## config.mk

```make
export PLATFORM = sky130hd
export DESIGN_NAME = rob_req_issue
export DESIGN_NICKNAME = d
export VERILOG_FILES = /design/src/rtl/rob_req_issue.sv
export SDC_FILE = /design/constraint.sdc
export NUM_CORES = 1
export LEC_CHECK = 0
export BUFFER_PORTS_ARGS = -buffer_cell sky130_fd_sc_hd__buf_2
export CELL_PAD_IN_SITES_DETAIL_PLACEMENT = 1
export CELL_PAD_IN_SITES_GLOBAL_PLACEMENT = 1
export CORE_MARGIN = 2
export CORE_UTILIZATION = 36
export CTS_CLUSTER_DIAMETER = 80
export DETAILED_ROUTE_END_ITERATION = 10
export GPL_TIMING_DRIVEN = 0
export MAX_ROUTING_LAYER = met4
export PLACE_DENSITY = 0.95
export SYNTH_ARGS = -nofsm -noshare
export SYNTH_HDL_FRONTEND = slang
export SYNTH_SLANG_ARGS = --single-unit
```

## constraint.sdc

```tcl
create_clock -name clk -period 8.4 [get_ports clk]
set_clock_uncertainty 0.05 [all_clocks]
set_input_delay 0.42 -clock clk [delete_from_list [all_inputs] [get_ports clk]]
set_output_delay 0.42 -clock clk [all_outputs]
set_load 0.03 [all_outputs]
```

## src/rtl/rob_req_issue.sv

```systemverilog
// rob_req_issue: multi-channel request front-end of the ROB.
// Arbitrates NCH requesters onto one registered downstream port, allocates the
// lowest free ID tag per request and tracks outstanding tags until retired.
module rob_req_issue #(
  parameter int NCH      = 4,
  parameter int AWIDTH   = 8,
  parameter int IDWIDTH  = 3,
  parameter int PWIDTH   = 4,
  parameter int DWIDTH   = 8,
  parameter int MAX_OUT  = 2**IDWIDTH,
  parameter int ARB_MODE = 0,
  localparam int CHW     = (NCH > 1) ? $clog2(NCH) : 1
) (
  input  logic                  clk,
  input  logic                  rst,
  input  logic [NCH-1:0]        in_val,
  input  logic [NCH*AWIDTH-1:0] in_addr,
  input  logic [NCH*PWIDTH-1:0] in_param,
  input  logic [NCH*DWIDTH-1:0] in_data,
  output logic [NCH-1:0]        in_ready,
  output logic                  out_val,
  output logic [AWIDTH-1:0]     out_addr,
  output logic [PWIDTH-1:0]     out_param,
  output logic [DWIDTH-1:0]     out_data,
  output logic [IDWIDTH-1:0]    out_ID,
  output logic [CHW-1:0]        out_ch,
  input  logic                  out_ready,
  input  logic                  ret_val,
  input  logic [IDWIDTH-1:0]    ret_ID,
  output logic [IDWIDTH:0]      outstanding,
  output logic                  full,
  output logic                  err_dbl_free
);

  localparam int NTAG = 1 << IDWIDTH;
  localparam logic [IDWIDTH:0] MAX_OUT_V = (IDWIDTH+1)'(MAX_OUT);

  logic                 r_val;
  logic [AWIDTH-1:0]    r_addr;
  logic [PWIDTH-1:0]    r_param;
  logic [DWIDTH-1:0]    r_data;
  logic [IDWIDTH-1:0]   r_id;
  logic [CHW-1:0]       r_ch;
  logic [NTAG-1:0]      r_bitmap;
  logic [CHW-1:0]       r_ptr;
  logic [IDWIDTH:0]     r_outst;
  logic                 r_err;

  logic                 w_full;
  logic                 w_slot_free;
  logic                 w_grant_en;
  logic                 w_any;
  logic                 w_xfer;
  logic [CHW-1:0]       w_grant;
  logic [CHW-1:0]       w_idx;
  logic [CHW-1:0]       w_ptr_nxt;
  logic [IDWIDTH-1:0]   w_free_id;
  logic                 w_ret_ok;
  logic                 w_ret_dbl;
  logic [NTAG-1:0]      w_set;
  logic [NTAG-1:0]      w_clr;

  // Full is derived only from registered state, so a same-cycle retire cannot unblock a grant.
  assign w_full      = (r_outst == MAX_OUT_V) | (&r_bitmap);
  assign w_slot_free = ~r_val | out_ready;
  assign w_grant_en  = w_slot_free & ~w_full & ~rst;
  assign w_xfer      = w_grant_en & w_any;
  assign in_ready    = w_xfer ? (NCH'(1) << w_grant) : '0;

  // Arbitration: search starts at the rr pointer, or at channel 0 in fixed-priority mode.
  always_comb begin
    w_any   = 1'b0;
    w_grant = '0;
    w_idx   = '0;
    for (int k = 0; k < NCH; k++) begin
      if (ARB_MODE == 1) w_idx = CHW'(k);
      else               w_idx = CHW'((int'(r_ptr) + k) % NCH);
      if (!w_any && in_val[w_idx]) begin
        w_any   = 1'b1;
        w_grant = w_idx;
      end
    end
  end

  // Lowest-index free tag in the registered bitmap.
  always_comb begin
    w_free_id = '0;
    for (int t = NTAG-1; t >= 0; t--) begin
      if (!r_bitmap[t]) w_free_id = IDWIDTH'(t);
    end
  end

  assign w_ret_ok  = ret_val &  r_bitmap[ret_ID];
  assign w_ret_dbl = ret_val & ~r_bitmap[ret_ID];
  assign w_set     = w_xfer   ? (NTAG'(1) << w_free_id) : '0;
  assign w_clr     = w_ret_ok ? (NTAG'(1) << ret_ID)    : '0;
  assign w_ptr_nxt = (w_grant == CHW'(NCH-1)) ? '0 : w_grant + 1'b1;

  // Output register, tag bitmap, outstanding count, rr pointer and sticky error.
  always_ff @(posedge clk) begin
    if (rst) begin
      r_val    <= 1'b0;
      r_addr   <= '0;
      r_param  <= '0;
      r_data   <= '0;
      r_id     <= '0;
      r_ch     <= '0;
      r_bitmap <= '0;
      r_ptr    <= '0;
      r_outst  <= '0;
      r_err    <= 1'b0;
    end else begin
      if (w_xfer) begin
        r_val   <= 1'b1;
        r_addr  <= in_addr[w_grant*AWIDTH +: AWIDTH];
        r_param <= in_param[w_grant*PWIDTH +: PWIDTH];
        r_data  <= in_data[w_grant*DWIDTH +: DWIDTH];
        r_id    <= w_free_id;
        r_ch    <= w_grant;
        r_ptr   <= w_ptr_nxt;
      end else if (out_ready) begin
        r_val <= 1'b0;
      end
      // Set and clear never hit the same bit: one targets a free tag, the other a busy one.
      r_bitmap <= (r_bitmap | w_set) & ~w_clr;
      case ({w_xfer, w_ret_ok})
        2'b10:   r_outst <= r_outst + 1'b1;
        2'b01:   r_outst <= r_outst - 1'b1;
        default: r_outst <= r_outst;
      endcase
      if (w_ret_dbl) r_err <= 1'b1;
    end
  end

  assign out_val      = r_val;
  assign out_addr     = r_addr;
  assign out_param    = r_param;
  assign out_data     = r_data;
  assign out_ID       = r_id;
  assign out_ch       = r_ch;
  assign outstanding  = r_outst;
  assign full         = w_full;
  assign err_dbl_free = r_err;

endmodule

```

==> results of run 1 <==
==> tightest hold or removal path, cell delays in order <==
cell and delay [ps]:
buf_2 110, a21oi_1 60, nor2_1 70
==> layout make-up <==
cell class / count / area (sq um) / share of cell area
inverter: 11 / 42.54 / 0.01258
clock buffer: 6 / 72.57 / 0.02147
timing repair buffer: 124 / 620.6 / 0.1836
multi-input combinational: 206 / 1567 / 0.4634
buffer: 19 / 127.6 / 0.03775
tap: 96 / 120.1 / 0.03553
clock inverter: 2 / 10.01 / 0.002961
sequential: 41 / 820.8 / 0.2428
==> cells in the mapped netlist (3+ instances only) <==
master / count
dfxtp_1: 41
inv_1: 9
a211oi_1: 3
a311oi_1: 4
nor2b_1: 3
clkbuf_1: 6
ha_1: 7
mux2i_1: 42
nand2_1: 31
o22a_1: 20
buf_6: 6
a21oi_2: 20
and3_1: 6
a21oi_1: 18
nor2_1: 16
o21ai_0: 4
buf_2: 6
==> registers in the layout, indices dropped and copies added (netlist names) <==
| name | cells |
|---|---|
| out_data | 8 |
| out_param | 4 |
| r_ptr | 2 |
| out_val | 1 |
| out_ch | 2 |
| r_bitmap | 8 |
| outstanding | 4 |
| out_addr | 8 |
| out_ID | 3 |
| err_dbl_free | 1 |
==> final timing paths <==
path / from / endpoint / slack (ps) / depth (start not counted)
min reg2reg: out_data[0] / out_data[0] / 410 / 2
max reg2reg: outstanding[0] / outstanding[3] / 5060 / 13
max: outstanding[0] / outstanding[3] / 5060 / 13
min: ret_val / err_dbl_free / 340 / 3
==> stage by stage <==
stage	hold slack, ps	instances	total power [W]	worst slack (ps)	area [sq um]
after CTS	333.8	505	0.0005495	5056	3381
after global placement	396.1	497	0.0004113	5171	3298
final	343.4	505	0.0005411	5055	3381
after global routing	371.4	505	0.0005748	4843	3381
after detailed placement	407.4	497	0.0004199	4927	3298
after floorplan	428.3	277	0.0003554	5377	2557
==> per-layer routing <==
metal	GRT usage	vias up	share of wire
met5	-	-	0
met4	0.06612	0	0.020
met3	0.04011	15	0.054
met2	0.4327	99	0.53
met1	0.2392	1213	0.39
li1	-	1266	-
==> logic make-up after synthesis <==
kind of cell,count (synthesis),share of synthesized area
flip-flops,41,0.3209
XOR/XNOR,3,0.01028
AO/OA/AOI/OAI,78,0.2295
adder cells (fa/ha/maj),8,0.04207
multiplexers,44,0.1820
buffers and inverters,30,0.06653
AND/OR/NAND/NOR,73,0.1487
==> power by group through the flow <==
stage | Clock [W] | Combinational, W | Sequential [W]
2_1_floorplan | 0 | 0.000106 | 0.000250
3_3_place_gp | 0 | 0.000188 | 0.000223
3_5_place_dp | 0 | 0.000196 | 0.000224
4_1_cts | 0.000133 | 0.000197 | 0.000220
5_1_grt | 0.000142 | 0.000211 | 0.000222
6_report | 0.000127 | 0.000194 | 0.000220
==> results.cfg, run 1 <==
[pwr]
power.share.clock = 0.235
p_comb_frac = 0.359
leakage_nw = 1.546
seq_power_share = 0.406
p_int_w = 0.0003488
ir_drop_mv = 0.06890
power.density_mw_per_mm2 = 160.1
switching_share = 0.3553
power.switching_w = 0.0001923

[synth]
synth_top_area_frac = 0.3209
synth_seq_cells = 41
synthArstFlopShare = 0
synthCells = 277
synthFlopType = dfxtp_1
yosys_warnings = 0
yosysSeqAreaShare = 0.3209
synth_edf_count = 0
synthTopCellsByArea = dfxtp_1 32%, mux2i_1 16%, a21oi_2 6.8%
synth_area_per_cell_sq_um = 9.233
netlist_area_sq_mm = 0.002557
synth_nets = 376
ys_types = 44
synth_top_area_cell = dfxtp_1

[timing]
max_freq_ghz = 0.2990
hold_violations = 0
tightest_slew_ps = 780.9
relSlewSlack = 0.4794
rsz0062_at_grt = false
period_share = 0.3982
finalSetupViolCount = 0
setup_tns_ps = 0
drv_slew = 0
finalCriticalPeriod_ps = 3345

[global_route]
antenna_found_initial = 0
grt_max_degree = 13
grt_pass1_vias = 2729
grtUsageTotal = 0.2280
grt_pass1_wl_microns = 13230
overflow = 0

[route]
drt_wl_total_microns = 8545
num_vias = 2593
ant_nets = 0
dr.pass1.iters = 4
drt_iter0_markers = 42
drc = 0
avgRoutedWirePerCell_microns = 16.92
vias_per_cell = 5.135

[clock_tree]
htreeDepth = 2
cts_max_path_buffers = 2
numCtsBuffers = 5
insertion_delay_ps = 300
cts.sinks = 41
holdBufCountCts = 0
clk_pin_slew_worst_paths_ps = 80
cts_resized = 0
cts_tree = done
postCtsSetupRepairBufs = 0
clock-root-buffer = clkbuf_8

[job]
maxCapViolCount = 0

[placement]
numPortBuffers = 124
dp_hpwl_microns = 6874
place.gp.congestion = 0.8464

[layout]
layout_commonest_cell = buf_2
fillCellCount = 867
syn2layout_area_growth_pct = 32.19
post_route_cells_drive_above_1_share = 0.4279
n_antenna_cell = 0
final_nets = 507
final_util = 0.4949
final_cell_mix = 130 x buf_2, 42 x mux2i_1, 41 x dfxtp_1, 31 x nand2_1

[setup_path]
slowest_stage = dfxtp_1
crit_type = reg -> reg
startpoint_type = flip-flop
cp_slowest_stage_delay_ps = 450
crit_path_cell_trace = nor4b_2 > nor4_4 > and2_4 > buf_6 > clkinv_2 > buf_2 > ha_1 > ha_1 > a21o_1 > a21oi_1 > xnor2_1 > or3_1 > a21oi_1
crit_path_end_kind = flip-flop
critical_path_buf_inv_count = 3
cp.arrival_ps = 3510
crit_fanout = 10
crit_family = simple AND/OR/NAND/NOR gates
crit_required_ps = 8570

[floorplan]
io_pins = 127
std_cell_rows = 30
start_util = 0.3744
die_height_microns = 88.29
dieArea_sq_mm = 0.007794
die_w_microns = 88.29
core_area_sq_mm = 0.006832

[status]
outcome = complete, no violations

[min_path]
hp-class = in -> reg
(Power assumes the default switching activity.)
==> run 2: changes to the inputs <==
ABC_AREA = 1   (was default)
CORE_UTILIZATION = 30   (was 36)
PLACE_DENSITY = 0.89   (was 0.95)
clock period = 3 ns   (was 8.4 ns; I/O delays follow)
==> results.cfg, run 2 <==
[route]
drt_wl_total_microns = 11400
ant_nets = 0
drc = 0
dr.pass1.iters = 4
num_vias = 3772
avgRoutedWirePerCell_microns = 14.46
drt_iter0_markers = 143
vias_per_cell = 4.787

[synth]
yosys.cell_count.top_type = nand2_1
yosys_warnings = 0
synth_seq_cells = 41
ys_types = 37
yosysSeqAreaShare = 0.2567
synthArstFlopShare = 0
synth_area_per_cell_sq_um = 6.150
synth_nets = 619
synth_edf_count = 0
synthTopCellsByArea = dfxtp_1 26%, nand2_1 15%, nand3_1 13%
synthFlopType = dfxtp_1
yosys-top-cells-count = 129 x nand2_1, 95 x inv_1, 82 x nand3_1
synth_top_area_cell = dfxtp_1
netlist_area_sq_mm = 0.003198
synthCells = 520
synth_top_area_frac = 0.2567

[job]
maxCapViolCount = 0

[setup_path]
crit_fanout = 14
crit_required_ps = 3180
startpoint_type = flip-flop
crit_path_end_kind = flip-flop
cp.arrival_ps = 2880
crit_type = reg -> reg

[clock_tree]
cts_tree = done
holdBufCountCts = 0
cts.sinks = 41
clock-root-buffer = clkbuf_8
insertion_delay_ps = 300
clk_pin_slew_worst_paths_ps = 90
numCtsBuffers = 5
cts_max_path_buffers = 2
htreeDepth = 2

[global_route]
grt_max_degree = 14
grt_pass1_vias = 4083
grt_pass1_wl_microns = 19220
antenna_found_initial = 0
overflow = 0
grtUsageTotal = 0.2134

[timing]
hold_violations = 0
rsz0062_at_grt = false
tightest_slew_ps = 542.9
finalSetupViolCount = 0
relSlewSlack = 0.6381
finalCriticalPeriod_ps = 2695
setup_tns_ps = 0
period_share = 0.8983
drv_slew = 0
max_freq_ghz = 0.3711

[status]
outcome = complete, no violations

[layout]
fillCellCount = 1433
post_route_cells_drive_above_1_share = 0.2791
final_cell_mix = 133 x buf_2, 129 x nand2_1, 95 x inv_1, 82 x nand3_1, 48 x nor2_1
multi_input_area_sq_mm = 0.001863
final_nets = 750
seq_area_sq_um = 820.8
layout_commonest_cell = buf_2
n_antenna_cell = 0
syn2layout_area_growth_pct = 28.52
final_util = 0.3981

[floorplan]
std_cell_rows = 37
dieArea_sq_mm = 0.01150
io_pins = 127
core_area_sq_mm = 0.01032
die_w_microns = 107.3
die_height_microns = 107.3
start_util = 0.3098

[placement]
dp_hpwl_microns = 9222
place.gp.congestion = 0.8660
numPortBuffers = 125

[pwr]
power.total_w = 0.003681
ir_drop_mv = 0.3167
power.density_mw_per_mm2 = 895.5
leakage_nw = 2.366

[min_path]
hp-class = in -> reg
-- run 2: cell type report --
class	count	share of cell area
Tap cell	136	0.04140
Inverter	100	0.09163
Clock inverter	1	0.002131
Multi-Input combinational cell	357	0.4533
Timing Repair Buffer	125	0.1522
Sequential cell	41	0.1997
Clock buffer	7	0.02344
Buffer	21	0.03623
-- run 2: through the flow --
| step | setup WS, ps | hold slack [ps] | cells | area, sq um |
|---|---|---|---|---|
| 2_1_floorplan | 180.6 | 235.9 | 520 | 3198 |
| 3_3_place_gp | 230.7 | 327.7 | 781 | 3994 |
| 3_5_place_dp | -8.722 | 336.4 | 781 | 3994 |
| 4_1_cts | 49.75 | 23.65 | 789 | 4104 |
| 5_1_grt | 66.30 | 53.80 | 788 | 4110 |
| 6_report | 305.0 | 27.60 | 788 | 4110 |
-- run 2: what timing repair did --
item / 4_1_cts / 5_1_grt
setup buffers: 0 / 0
setup endpoints to repair: 1 / 1
gates resized for setup: 1 / 2
-- run 2: worst max-delay path, cell delays in order, from the launching register on --
cell,delay [ps]
dfxtp_1,390
buf_6,170
nand2_2,60
nand2_2,100
nand2_1,90
o21ai_2,100
nand3b_4,190
nand2_8,120
ha_1,290
ha_1,350
nand2_1,90
nor2_1,50
a211oi_2,210
xor2_1,170
nand2_1,70
a21oi_1,110
-- run 2: kinds of logic (layout without fill, tap and decap cells) --
family                   after synthesis  after routing  share of synthesized area
AO/OA/AOI/OAI                         42             42                    0.07472
XOR/XNOR                               3              3                   0.008217
adder cells (fa/ha/maj)                8              8                    0.03365
buffers and inverters                122            254                     0.1659
flip-flops                            41             41                     0.2567
AND/OR/NAND/NOR                      304            304                     0.4609
-- run 2: worst paths after layout --
check                    start             end  slack [ps]  cells after the start
hold reg to reg   err_dbl_free    err_dbl_free         430                      2
hold / removal     in_data[23]     out_data[7]          30                      3
setup reg to reg      r_ptr[0]  outstanding[3]         300                     15
setup / recovery      r_ptr[0]  outstanding[3]         300                     15
-- run 2: routing by layer --
layer  part of all wire  GRT usage  vias to the layer above
met4              0.019    0.06215                        0
met5                  0          -                        -
met2               0.50     0.3752                      105
met1               0.44     0.2557                     1770
li1                   -          -                     1879
met3              0.041    0.02603                       18
-- run 2: power breakdown --
group	switching (W)	internal, W
clock	0.000221	0.000213
combinational	0.00164	0.000795
sequential	0.000109	0.000701
total	0.00197	0.00171
==> run 3: changes to the inputs <==
ABC_AREA = default   (was 1)
CTS_BUF_LIST = sky130_fd_sc_hd__clkbuf_16   (was default)
PLACE_DENSITY = 0.88   (was 0.89)
==> results.cfg, run 3 (synthesized netlist as in run 1, its figures left out) <==
[timing]
drv_slew = 0
max_freq_ghz = 0.3553
relSlewSlack = 0.4571
finalSetupViolCount = 0
rsz0062_at_grt = false
period_share = 0.9380
hold_slack_ps = 81.60
finalCriticalPeriod_ps = 2814
tightest_slew_ps = 814.4
hold_violations = 0

[route]
avgRoutedWirePerCell_microns = 16.50
num_vias = 2537
drt_wl_total_microns = 8483
drt_iter0_markers = 52
vias_per_cell = 4.936
ant_nets = 0
dr.pass1.iters = 4
drc = 0

[setup_path]
crit_type = reg -> reg
crit_fanout = 11
crit_path_end_kind = flip-flop
crit_required_ps = 3160
startpoint_type = flip-flop
cp.arrival_ps = 2970

[layout]
n_antenna_cell = 0
fillCellCount = 1030
final_cell_mix = 129 x buf_2, 42 x mux2i_1, 34 x dfxtp_1, 31 x nand2_1
syn2layout_area_growth_pct = 35.67
layout_commonest_cell = buf_2
final_nets = 507
stdcell_area_sq_mm = 0.003470
post_route_cells_drive_above_1_share = 0.4474

[placement]
place.gp.congestion = 0.8660
dp_hpwl_microns = 6682
place_area_sq_mm = 0.003312
numPortBuffers = 124

[floorplan]
dieArea_sq_mm = 0.009279
core_area_sq_mm = 0.008258
die_w_microns = 96.33
die_height_microns = 96.33
start_util = 0.3097
io_pins = 127
std_cell_rows = 33

[clock_tree]
htreeDepth = 2
cts_max_path_buffers = 2
holdBufCountCts = 0
insertion_delay_ps = 280
numCtsBuffers = 5
cts.sinks = 41
cts_tree = done
clock-root-buffer = clkbuf_16
clk_pin_slew_worst_paths_ps = 60

[global_route]
antenna_found_initial = 0
grt_pass1_vias = 2573
grt_max_degree = 13
grt_pass1_wl_microns = 12320
overflow = 0
grtUsageTotal = 0.1812

[min_path]
hp-class = in -> reg

[job]
maxCapViolCount = 0

[pwr]
power.density_mw_per_mm2 = 485.3
ir_drop_mv = 0.2845
leakage_nw = 1.575

[status]
outcome = complete, no violations
## run 3: cell types whose count changed in the layout (fill, tap and decap cells not counted), sizes merged, moves of 6 or more
cell | previous run | this run
nand3 | 86 | 0
a21oi | 17 | 38
nand2 | 140 | 34
o22a | 0 | 20
mux2i | 0 | 42
and3 | 0 | 6
o21ai | 15 | 4
nand3b | 17 | 1
inv | 100 | 11
nor2 | 55 | 16
## run 3: layout make-up
type | count | area (sq um) | area share
inverters | 11 | 46.29 | 0.01334
repair buffers | 125 | 628.1 | 0.1810
clock buffers | 5 | 125.1 | 0.03606
plain buffers | 18 | 122.6 | 0.03534
flip-flops and latches | 41 | 829.5 | 0.2391
multi-input cells | 206 | 1574 | 0.4537
clock inverters | 3 | 12.51 | 0.003606
well taps | 105 | 131.4 | 0.03787
## run 3: metal layers
layer  GRT usage  wire length, microns  vias to the layer above
li1            -                     -                     1259
met1      0.1860                  3382                     1198
met2      0.3472                  4471                       75
met3     0.04072                   553                        5
met4     0.04343                    76                        0
met5           -                     0                        -
## run 3: repair_timing
| item | 4_1_cts | 5_1_grt |
|---|---|---|
| endpoints found under the hold margin | 0 | 0 |
| endpoints found under the setup margin | 1 | 1 |
| pin swaps | 1 | 0 |
| gates resized for setup | 1 | 8 |
| setup buffers | 1 | 0 |
## run 3: power by group
part	total [W]	internal [W]	switching, W
clock	0.000522	0.000301	0.000221
combinational	0.000545	0.000230	0.000315
sequential	0.000617	0.000589	0.0000283
total	0.00168	0.00112	0.000564
## run 3: critical path: stages, from the launching register on
cell and delay, ps:
dfxtp_2 370, nand2_1 110, or3_4 440, and2_4 160
buf_6 140, inv_6 110, ha_2 210, ha_1 230
a21o_1 180, a21oi_1 170, xnor2_1 100, or3_1 310
a21oi_1 150
## run 3: path summary, 6_finish.rpt
kind	start	end	slack, ps	cells after the start
max	r_bitmap[2]	outstanding[3]	190	12
min	ret_val	err_dbl_free	80	3
max reg2reg	r_bitmap[2]	outstanding[3]	190	12
min reg2reg	out_ch[0]	out_ch[0]	400	2
## run 3: stage by stage
stage / instances / setup WS [ps] / total power (W) / setup TNS (ps) / utilization
after CTS: 514 / 34.87 / 0.001704 / 0 / 0.4186
after global placement: 506 / -35.73 / 0.001154 / -35.73 / 0.4011
after floorplan: 277 / 20.47 / 0.0009960 / 0 / -
final: 514 / 185.9 / 0.001684 / 0 / 0.4202
after global routing: 514 / 10.33 / 0.001771 / 0 / 0.4202
after detailed placement: 506 / -184.0 / 0.001175 / -184.0 / 0.4011
